[src/rtl/vtg_pkg.sv]
// Shared types and constants for the vertical timing generator.
// Timing-set fields are VTG_MAX_W wide so that one packed struct serves
// any LINE_W up to 16; narrower line counts are zero-extended into it.
package vtg_pkg;

  localparam int VTG_MAX_W    = 16;
  localparam int VTG_SYNC_DEF = 2;
  localparam int VTG_BP_DEF   = 31;
  localparam int VTG_ACT_DEF  = 480;
  localparam int VTG_FP_DEF   = 11;

  typedef enum logic [2:0] {
    IDLE,
    SYNC,
    BP,
    ACT,
    FP
  } vtg_state_e;

  typedef struct packed {
    logic [VTG_MAX_W-1:0] sync;
    logic [VTG_MAX_W-1:0] bp;
    logic [VTG_MAX_W-1:0] act;
    logic [VTG_MAX_W-1:0] fp;
  } vtg_timing_t;

endpackage

[src/rtl/vtg_cfg_shadow.sv]
// Pending/active timing registers with valid/ready handshake.
// A config with any zero-length field is rejected with a one-cycle cfg_err.
// An accepted config sits in the pending register, holding cfg_ready low,
// until the FSM signals a frame boundary through 'apply'.
module vtg_cfg_shadow
  import vtg_pkg::*;
#(
  parameter int LINE_W   = 11,
  parameter int SYNC_DEF = VTG_SYNC_DEF,
  parameter int BP_DEF   = VTG_BP_DEF,
  parameter int ACT_DEF  = VTG_ACT_DEF,
  parameter int FP_DEF   = VTG_FP_DEF
) (
  input  logic                 clk,
  input  logic                 rst,
  input  logic                 cfg_valid,
  input  logic [LINE_W-1:0]    cfg_sync,
  input  logic [LINE_W-1:0]    cfg_bp,
  input  logic [LINE_W-1:0]    cfg_act,
  input  logic [LINE_W-1:0]    cfg_fp,
  input  logic                 apply,
  output logic                 cfg_ready,
  output logic                 cfg_err,
  output logic [VTG_MAX_W-1:0] len_sync,
  output logic [VTG_MAX_W-1:0] len_bp,
  output logic [VTG_MAX_W-1:0] len_act,
  output logic [VTG_MAX_W-1:0] len_fp
);

  localparam vtg_timing_t DEF_SET = '{
    sync: VTG_MAX_W'(SYNC_DEF),
    bp:   VTG_MAX_W'(BP_DEF),
    act:  VTG_MAX_W'(ACT_DEF),
    fp:   VTG_MAX_W'(FP_DEF)
  };

  vtg_timing_t pending;
  vtg_timing_t active;
  vtg_timing_t offered;
  logic        pend_vld;
  logic        offer;
  logic        any_zero;

  assign offered = '{
    sync: VTG_MAX_W'(cfg_sync),
    bp:   VTG_MAX_W'(cfg_bp),
    act:  VTG_MAX_W'(cfg_act),
    fp:   VTG_MAX_W'(cfg_fp)
  };

  assign offer    = cfg_valid && !pend_vld;
  assign any_zero = (cfg_sync == '0) || (cfg_bp == '0) ||
                    (cfg_act == '0) || (cfg_fp == '0);

  assign cfg_ready = !pend_vld;
  assign len_sync  = active.sync;
  assign len_bp    = active.bp;
  assign len_act   = active.act;
  assign len_fp    = active.fp;

  // Accept or reject offers; at a boundary promote pending into the active set.
  // Accept and promote are exclusive because offers are only taken with
  // nothing pending, so a same-cycle boundary always uses the older set.
  always_ff @(posedge clk or negedge rst) begin
    if (!rst) begin
      pending  <= DEF_SET;
      active   <= DEF_SET;
      pend_vld <= 1'b0;
      cfg_err  <= 1'b0;
    end else begin
      cfg_err <= offer && any_zero;
      if (offer && !any_zero) begin
        pending  <= offered;
        pend_vld <= 1'b1;
      end else if (apply && pend_vld) begin
        active   <= pending;
        pend_vld <= 1'b0;
      end
    end
  end

endmodule

[src/rtl/v_timing_gen.sv]
// Parametrised vertical timing generator: counts line_tick strobes through
// SYNC/BP/ACT/FP phases and drives registered v_sync, v_de, row and frame
// boundary pulses. Phase lengths come from vtg_cfg_shadow and change only
// at frame boundaries. LINE_W must not exceed 16.
// Optional feature: define VTG_FRAME_CNT_EN to add a 16-bit frame_cnt output.
module v_timing_gen
  import vtg_pkg::*;
#(
  parameter int   LINE_W   = 11,
  parameter int   SYNC_DEF = VTG_SYNC_DEF,
  parameter int   BP_DEF   = VTG_BP_DEF,
  parameter int   ACT_DEF  = VTG_ACT_DEF,
  parameter int   FP_DEF   = VTG_FP_DEF,
  parameter logic SYNC_POL = 1'b0
) (
  input  logic              clk,
  input  logic              rst,
  input  logic              en,
  input  logic              line_tick,
  input  logic              cfg_valid,
  output logic              cfg_ready,
  input  logic [LINE_W-1:0] cfg_sync,
  input  logic [LINE_W-1:0] cfg_bp,
  input  logic [LINE_W-1:0] cfg_act,
  input  logic [LINE_W-1:0] cfg_fp,
  output logic              cfg_err,
  output logic              v_sync,
  output logic              v_de,
  output logic [LINE_W-1:0] row,
  output logic              frame_start,
  output logic              frame_end
`ifdef VTG_FRAME_CNT_EN
  ,
  output logic [15:0]       frame_cnt
`endif
);

  vtg_state_e           state, state_n;
  logic [LINE_W-1:0]    lcnt, lcnt_n;
  logic [VTG_MAX_W-1:0] len_sync, len_bp, len_act, len_fp;
  logic [VTG_MAX_W-1:0] cur_len;
  logic                 last_line;
  logic                 apply;
  logic                 fs_n, fe_n;
  logic                 v_sync_n, v_de_n;
  logic [LINE_W-1:0]    row_n;

  vtg_cfg_shadow #(
    .LINE_W   (LINE_W),
    .SYNC_DEF (SYNC_DEF),
    .BP_DEF   (BP_DEF),
    .ACT_DEF  (ACT_DEF),
    .FP_DEF   (FP_DEF)
  ) u_cfg (
    .clk       (clk),
    .rst       (rst),
    .cfg_valid (cfg_valid),
    .cfg_sync  (cfg_sync),
    .cfg_bp    (cfg_bp),
    .cfg_act   (cfg_act),
    .cfg_fp    (cfg_fp),
    .apply     (apply),
    .cfg_ready (cfg_ready),
    .cfg_err   (cfg_err),
    .len_sync  (len_sync),
    .len_bp    (len_bp),
    .len_act   (len_act),
    .len_fp    (len_fp)
  );

  // Pick the length of the phase currently being counted.
  always_comb begin
    cur_len = len_sync;
    case (state)
      SYNC:    cur_len = len_sync;
      BP:      cur_len = len_bp;
      ACT:     cur_len = len_act;
      FP:      cur_len = len_fp;
      default: cur_len = len_sync;
    endcase
  end

  assign last_line = (VTG_MAX_W'(lcnt) == (cur_len - VTG_MAX_W'(1)));

  // Next-state, line counter, boundary pulses and output decode.
  always_comb begin
    state_n = state;
    lcnt_n  = lcnt;
    fs_n    = 1'b0;
    fe_n    = 1'b0;
    apply   = 1'b0;
    if (!en) begin
      state_n = IDLE;
      lcnt_n  = '0;
    end else if (line_tick) begin
      if (state == IDLE) begin
        state_n = SYNC;
        lcnt_n  = '0;
        fs_n    = 1'b1;
        apply   = 1'b1;
      end else if (last_line) begin
        lcnt_n = '0;
        case (state)
          SYNC:    state_n = BP;
          BP:      state_n = ACT;
          ACT:     state_n = FP;
          FP: begin
            state_n = SYNC;
            fe_n    = 1'b1;
            fs_n    = 1'b1;
            apply   = 1'b1;
          end
          default: state_n = IDLE;
        endcase
      end else begin
        lcnt_n = lcnt + LINE_W'(1);
      end
    end
    v_sync_n = (state_n == SYNC) ? SYNC_POL : ~SYNC_POL;
    v_de_n   = (state_n == ACT);
    row_n    = (state_n == ACT) ? lcnt_n : '0;
  end

  // State, counter and registered outputs.
  always_ff @(posedge clk or negedge rst) begin
    if (!rst) begin
      state       <= IDLE;
      lcnt        <= '0;
      v_sync      <= ~SYNC_POL;
      v_de        <= 1'b0;
      row         <= '0;
      frame_start <= 1'b0;
      frame_end   <= 1'b0;
    end else begin
      state       <= state_n;
      lcnt        <= lcnt_n;
      v_sync      <= v_sync_n;
      v_de        <= v_de_n;
      row         <= row_n;
      frame_start <= fs_n;
      frame_end   <= fe_n;
    end
  end

`ifdef VTG_FRAME_CNT_EN
  // Free-running frame counter, wrapping naturally at 0xFFFF.
  always_ff @(posedge clk or negedge rst) begin
    if (!rst) begin
      frame_cnt <= '0;
    end else if (fs_n) begin
      frame_cnt <= frame_cnt + 16'd1;
    end
  end
`endif

endmodule

[config.mk]
export PLATFORM = sky130hd
export DESIGN_NAME = v_timing_gen
export DESIGN_NICKNAME = d
export VERILOG_FILES = /design/src/rtl/vtg_pkg.sv /design/src/rtl/vtg_cfg_shadow.sv /design/src/rtl/v_timing_gen.sv
export SDC_FILE = /design/constraint.sdc
export NUM_CORES = 1
export LEC_CHECK = 0
export ABC_CLOCK_PERIOD_IN_PS = 5100
export CAP_MARGIN = 20
export CORE_MARGIN = 2
export CORE_UTILIZATION = 45
export CTS_CLUSTER_SIZE = 25
export DETAILED_ROUTE_END_ITERATION = 8
export GPL_ROUTABILITY_DRIVEN = 0
export PLACE_DENSITY_LB_ADDON = 0.25
export SLEW_MARGIN = 20
export SYNTH_ARGS = -nofsm -noshare
export SYNTH_HDL_FRONTEND = slang
export SYNTH_SLANG_ARGS = --single-unit
[constraint.sdc]
create_clock -name clk -period 5.1 [get_ports clk]
set_clock_uncertainty 0.1 [all_clocks]
set_input_delay 1.02 -clock clk [delete_from_list [all_inputs] [get_ports clk]]
set_output_delay 1.02 -clock clk [all_outputs]
set_load 0.03 [all_outputs]
==> results of run 1 <==
[report_power, final]
part | total (mW) | internal [mW] | switching, mW
clock network | 1.20 | 0.780 | 0.422
logic | 0.995 | 0.621 | 0.374
registers | 1.64 | 1.39 | 0.250
total | 3.83 | 2.79 | 1.05
[cell usage after synthesis (10+ instances only)]
| master | instances |
|---|---|
| dfrtp_1 | 92 |
| and2_1 | 10 |
| dfstp_2 | 27 |
| mux2_2 | 48 |
| mux2_4 | 40 |
| nand3_1 | 15 |
| nand2_1 | 16 |
| mux2i_1 | 14 |
| nor4_1 | 16 |
| nor3_1 | 17 |
| xor2_1 | 12 |
| inv_1 | 14 |
| xnor2_1 | 10 |
[stage by stage]
step / instances / util / worst slack [ns] / hold slack [ns]
floorplan: 447 / - / 1.35 / 0.377
global placement: 665 / 0.522 / 0.753 / 0.390
detailed placement: 665 / 0.522 / 0.550 / 0.391
CTS: 697 / 0.570 / 0.464 / 0.402
global route: 697 / 0.570 / 0.101 / 0.410
finish: 697 / 0.570 / 0.442 / 0.399
[final timing paths]
| path | from | to | slack (ns) | cells past startpoint |
|---|---|---|---|---|
| max reg2reg | state[2] | row[9] | 0.44 | 12 |
| min in group asynchronous | rst | frame_end | 0.54 | 1 |
| min | u_cfg.pending[17] | u_cfg.len_act[1] | 0.40 | 1 |
| max | state[2] | row[9] | 0.44 | 12 |
| min reg2reg | u_cfg.pending[17] | u_cfg.len_act[1] | 0.40 | 1 |
| max in group asynchronous | rst | u_cfg.pending[32] | 3.39 | 2 |
[state kept, by name (all words and copies together), names as in the netlist]
signal and cells:
row 11, u_cfg.len_act 11, lcnt 11, v_de 1, u_cfg.cfg_err 1, state 3
u_cfg.len_fp 11, frame_end 1, v_sync 1, u_cfg.pending 44, frame_start 1, u_cfg.len_sync 11
u_cfg.pend_vld 1, u_cfg.len_bp 11
[worst max-delay path, cell delays in order, from the launching register on]
cell	delay [ns]
dfrtp_1	0.53
nor3b_2	0.63
nor2_1	0.25
a21oi_1	0.31
ha_1	0.26
inv_1	0.06
o32ai_1	0.49
and2_1	0.24
nor4bb_1	0.25
nor3_1	0.18
nor4b_2	0.68
mux2i_1	0.43
and2_1	0.19
[area by class of cell]
type	count	area, um^2
Multi-Input combinational cell	290	2590
Tap cell	172	215
Clock inverter	11	149
Fill cell	1049	5400
Clock buffer	21	450
Timing Repair Buffer	70	702
Sequential cell	119	3010
Inverter	14	52.6
[cells by family after synthesis]
| family | after synthesis | synth area share |
|---|---|---|
| fa+ha+maj | 2 | 0.00432 |
| mux | 102 | 0.221 |
| simple gates | 114 | 0.116 |
| xor+xnor | 22 | 0.0333 |
| buf+inv | 38 | 0.0348 |
| compound gates | 50 | 0.0703 |
| flops | 119 | 0.520 |
[per-layer routing]
layer  share of wire  wire length, um  vias to the layer above  GRT usage
met2            0.50             5990                       99      0.307
li1                -                -                     1776          -
met3           0.043              509                       11     0.0525
met4           0.010              119                        0     0.0678
met1            0.45             5330                     1889      0.232
met5               0                0                        -          0
==> out/metrics.cfg, run 1 <==
[route]
wl_um=11900
drtIter0Drc=184
drtPass1Iterations=4
viasPerCell=5.42
drc=0
ant_nets=0
vias=3775
wl_per_cell_um=17.1

[critical_path]
critical_path_arrival_ns=4.90
critPathKind=register to register
start_kind=register
cp.required_ns=5.34
path_max_fanout=12
endpoint_kind=register

[yosys]
ys.warnings.count=0
post-synth-top-area-cell=dfrtp_1
syn_area_um2=5790
ys.flop_type=dfrtp_1
synth_fp_nets=498
netlist.area_leader.share=0.398
synth_edf_count=0
syn_inst=447
ys_seq_elements=119
avgSynthCellArea_um2=12.9
ys_top_cells_by_area=dfrtp_1 (40%), dfstp_2 (12%), mux2_4 (10%)
synth-seq-area-share=0.520
async_flop_share=1.00
ys_types=59

[sta]
tightest_slew_ns=0.729
drv_slew=0
fmaxAchievable_mhz=215
setup_viol=0
max_slew_margin=0.513
rsz0062_at_grt=false
hold_viol=0
tns_ns=0
post-route-period-util=0.913
fin_crit_ns=4.66

[floorplanning]
start_util=0.461
dieWidth_um=117
rows=41
ios=66
die_area_um2=13800
die_h_um=117
core-area_um2=12600

[cells_and_area]
areaGrowthSynthToFinish_pct=23.8
drive_above_1_share=0.310
final_cell_mix=dfrtp_1 (92), clkdlybuf4s50_1 (64), mux2_2 (48), mux2_4 (40), dfstp_2 (27)
layout_commonest_cell=dfrtp_1
final_cell_area_um2=7170
antenna_cells=0
final_nets=563

[clock_tree]
cts_tree=yes
clkTransAtPathRegs_ns=0.05
numClockSinks=119
cts_root_buffer=clkbuf_16
hold_buffers=0
post_cts_buffers=0
clockBufferDepth=2
ctsResizeCount=0
clk_latency_ns=0.41
htreeDepth=4
numCtsBuffers=17

[grt]
antenna_found_initial=0
grt.overflow.total=0
grt_usage=0.186
grt_pass1_vias=3995
grt_pass1_wl_um=20100
grt_max_degree=84

[power]
peakVddDrop_mv=0.280
total_power_mw=3.83
power.density_nw_per_um2=535
p_leak_nw=3.04

[worst_hold_path]
worstHoldPathType=register to register

[placed_design]
dp_hpwl_um=8560
io_buffers=65
placed_area_um2=6560

[status]
status=finished clean

[flow_run]
maxCapViolations=0

Note: power is estimated with default switching activity, not from simulation.
==> run 2, diff against run 1 <==
--- a/config.mk
+++ b/config.mk
@@ -16,4 +16,5 @@
 export SLEW_MARGIN = 20
 export SYNTH_ARGS = -nofsm -noshare
 export SYNTH_HDL_FRONTEND = slang
+export SYNTH_HIERARCHICAL = 1
 export SYNTH_SLANG_ARGS = --single-unit
==> run 2 against run 1 <==
Register-to-register slack better by 0.11 ns. Maximum frequency up 2.5%. Non-clock buffer count up 13. Worst setup slack better by 0.11 ns. First-iteration DRC count up 140%. Via count up 23%. Sequential share of layout area down 3.2 points. Sequential power about the same. Global-route usage up 2.2 points. Worst hold slack worse by 0.012 ns.
==> out/metrics.cfg, run 2 <==
[route]
drtIter0Drc=434
viasPerCell=5.70
wl_per_cell_um=18.1
wl_um=14800
drc=0
ant_nets=0
vias=4640
drtPass1Iterations=5

[sta]
fin_crit_ns=4.54
rsz0062_at_grt=false
hold_viol=0
tns_ns=0
post-route-period-util=0.891
setup_viol=0
fmaxAchievable_mhz=220
holdWs_ns=0.387
max_slew_margin=0.337
drv_slew=0
setup_ws_ns=0.555
tightest_slew_ns=0.969

[yosys]
syn_area_um2=6460
netlist.area_leader.share=0.357
yosysMostFrequentCell=dfrtp_1
synth_common_cells=dfrtp_1 (92), mux2_2 (54), mux2_4 (39)
ys_types=66
ys.flop_type=dfrtp_1
syn_inst=552
synth_edf_count=0
avgSynthCellArea_um2=11.7
ys_seq_elements=119
async_flop_share=1.00
post-synth-top-area-cell=dfrtp_1
ys.warnings.count=6
synth-seq-area-share=0.466
ys_top_cells_by_area=dfrtp_1 (36%), dfstp_2 (11%), mux2_2 (9.4%)

[clock_tree]
clockBufferDepth=2
post_cts_buffers=0
cts_tree=yes
clk_latency_ns=0.41
cts_root_buffer=clkbuf_16
htreeDepth=4
numCtsBuffers=17
numClockSinks=119
clkTransAtPathRegs_ns=0.05

[critical_path]
rr_startpoint=state[0]
worstRegToRegCells=14
r2r_end=u_cfg/len_sync[4]
r2r_slack_ns=0.56
cp.required_ns=5.30
endpoint_kind=register
path_max_fanout=44
critical_path_arrival_ns=4.74
start_kind=register
critPathKind=register to register

[placed_design]
placed_cells=782
io_buffers=65
placed_area_um2=7200
place_ws_ns=0.400
dp_hpwl_um=10900

[floorplanning]
rows=43
start_util=0.463
dieWidth_um=124
ios=66
die_area_um2=15300
core-area_um2=13900
die_h_um=124

[cells_and_area]
areaGrowthSynthToFinish_pct=20.1
drive_above_1_share=0.270
multi_input_area_um2=3160
post-route-util=0.557
final_cell_mix=dfrtp_1 (92), clkdlybuf4s50_1 (64), mux2_2 (54), mux2_4 (39), nand2_1 (29)
largest_reg_flops=44
antenna_cells=0
layout.cells.non_filler=814
layout_commonest_cell=dfrtp_1
final_nets=672
nFillCells=1138
final_cell_area_um2=7750
regMostFlops=u_cfg/pending
ff_latch_area_um2=3010

[grt]
grt_usage=0.207
grt.overflow.total=0
grt_pass1_wl_um=24200
grt_util_met3=0.0366
antenna_found_initial=0
grt.met1_usage=0.285
grt_max_degree=52
grt_pass1_vias=4702
grtUsageMet2=0.326
busiest_layer=met2

[power]
total_power_mw=3.92
power.density_nw_per_um2=506
p_leak_nw=3.24
peakVddDrop_mv=0.288

[status]
status=finished clean

[flow_run]
maxCapViolations=0

[worst_hold_path]
worstHoldPathType=input pin to asynchronous set/reset pin

## run 2: changes by cell type after synthesis, moves of 7 or more
cell | before | now
inv_1 | 14 | 5
nor2_1 | 9 | 18
and2_1 | 10 | 3
a21oi_1 | 9 | 22
nand2_1 | 16 | 29
and3b_1 | 0 | 8
buf_4 | 2 | 21
## run 2: what timing repair did
action,CTS,global route
hold buffers,0,0
hold endpoints to repair,0,0
setup endpoints to repair,0,43
resized for setup,0,1
## run 2: worst max-delay path: stages (launching register included)
cell       delay [ns]
dfrtp_1          0.46
buf_4            0.26
nor3b_4          0.31
buf_4            0.25
nor2_1           0.09
a221o_1          0.38
or4_1            0.54
a222oi_1         0.38
o2111ai_1        0.20
or3_1            0.35
o21ai_0          0.14
and2_1           0.22
nand2_1          0.07
buf_4            0.30
mux2_2           0.34
## run 2: logic make-up (layout without fill, tap and decap cells)
family / count (synthesis) / after routing / synth area share
and+or+nand+nor: 156 / 156 / 0.136
AOI/OAI and AO/OA: 88 / 88 / 0.0998
other: 1 / 20 / 0.000581
adders and majority gates: 2 / 2 / 0.00388
muxes: 112 / 112 / 0.214
xor gates and xnor gates: 17 / 17 / 0.0231
buffers and inverters: 57 / 120 / 0.0562
DFF: 119 / 119 / 0.466
## run 2: worst max path at each step
stage	from	end	cells after the start
2_1_floorplan	state[1]	u_cfg/len_act[0]	19
3_3_place_gp	state[2]	u_cfg/len_sync[2]	15
3_5_place_dp	state[2]	u_cfg/len_sync[4]	15
4_1_cts	state[2]	u_cfg/len_sync[10]	15
5_1_grt	state[2]	u_cfg/len_fp[7]	15
6_report	state[0]	u_cfg/len_sync[4]	14
## run 2: where the power goes
group | total (mW) | internal [mW] | switching [mW]
Clock | 1.10 | 0.720 | 0.384
Sequential | 1.67 | 1.39 | 0.276
Combinational | 1.15 | 0.664 | 0.487
Total | 3.92 | 2.77 | 1.15
## run 2: metal layers
| layer | up-vias | wire length, um | share of wire |
|---|---|---|---|
| met5 | - | 0 | 0 |
| met4 | 0 | 349 | 0.024 |
| met3 | 29 | 799 | 0.054 |
| met2 | 157 | 6980 | 0.47 |
| met1 | 2283 | 6620 | 0.45 |
| li1 | 2171 | - | - |
## run 2: layout make-up
class / count / area share
inverter: 5 / 0.00242
clock inverter: 3 / 0.00549
clock buffer: 29 / 0.0658
sequential: 119 / 0.388
multi-input combinational: 395 / 0.408
tap: 180 / 0.0290
timing repair buffer: 83 / 0.101
==> run 3, diff against run 2 <==
--- a/config.mk
+++ b/config.mk
@@ -13,6 +13,7 @@
 export DETAILED_ROUTE_END_ITERATION = 8
 export GPL_ROUTABILITY_DRIVEN = 0
 export PLACE_DENSITY_LB_ADDON = 0.25
+export SKIP_CTS_REPAIR_TIMING = 1
 export SLEW_MARGIN = 20
 export SYNTH_ARGS = -nofsm -noshare
 export SYNTH_HDL_FRONTEND = slang
==> constraint.sdc (replaced) <==
create_clock -name clk -period 5.1 [get_ports clk]
set_clock_uncertainty 0.1 [all_clocks]
set_input_delay 1.02 -clock clk [delete_from_list [all_inputs] [get_ports clk]]
set_output_delay 1.02 -clock clk [all_outputs]
set_load 0.01 [all_outputs]
==> results of run 3 <==
The final DEF is identical to that of run 2. Status: finished clean.
Among the figures that moved: total power 3.92 mW -> 3.91 mW
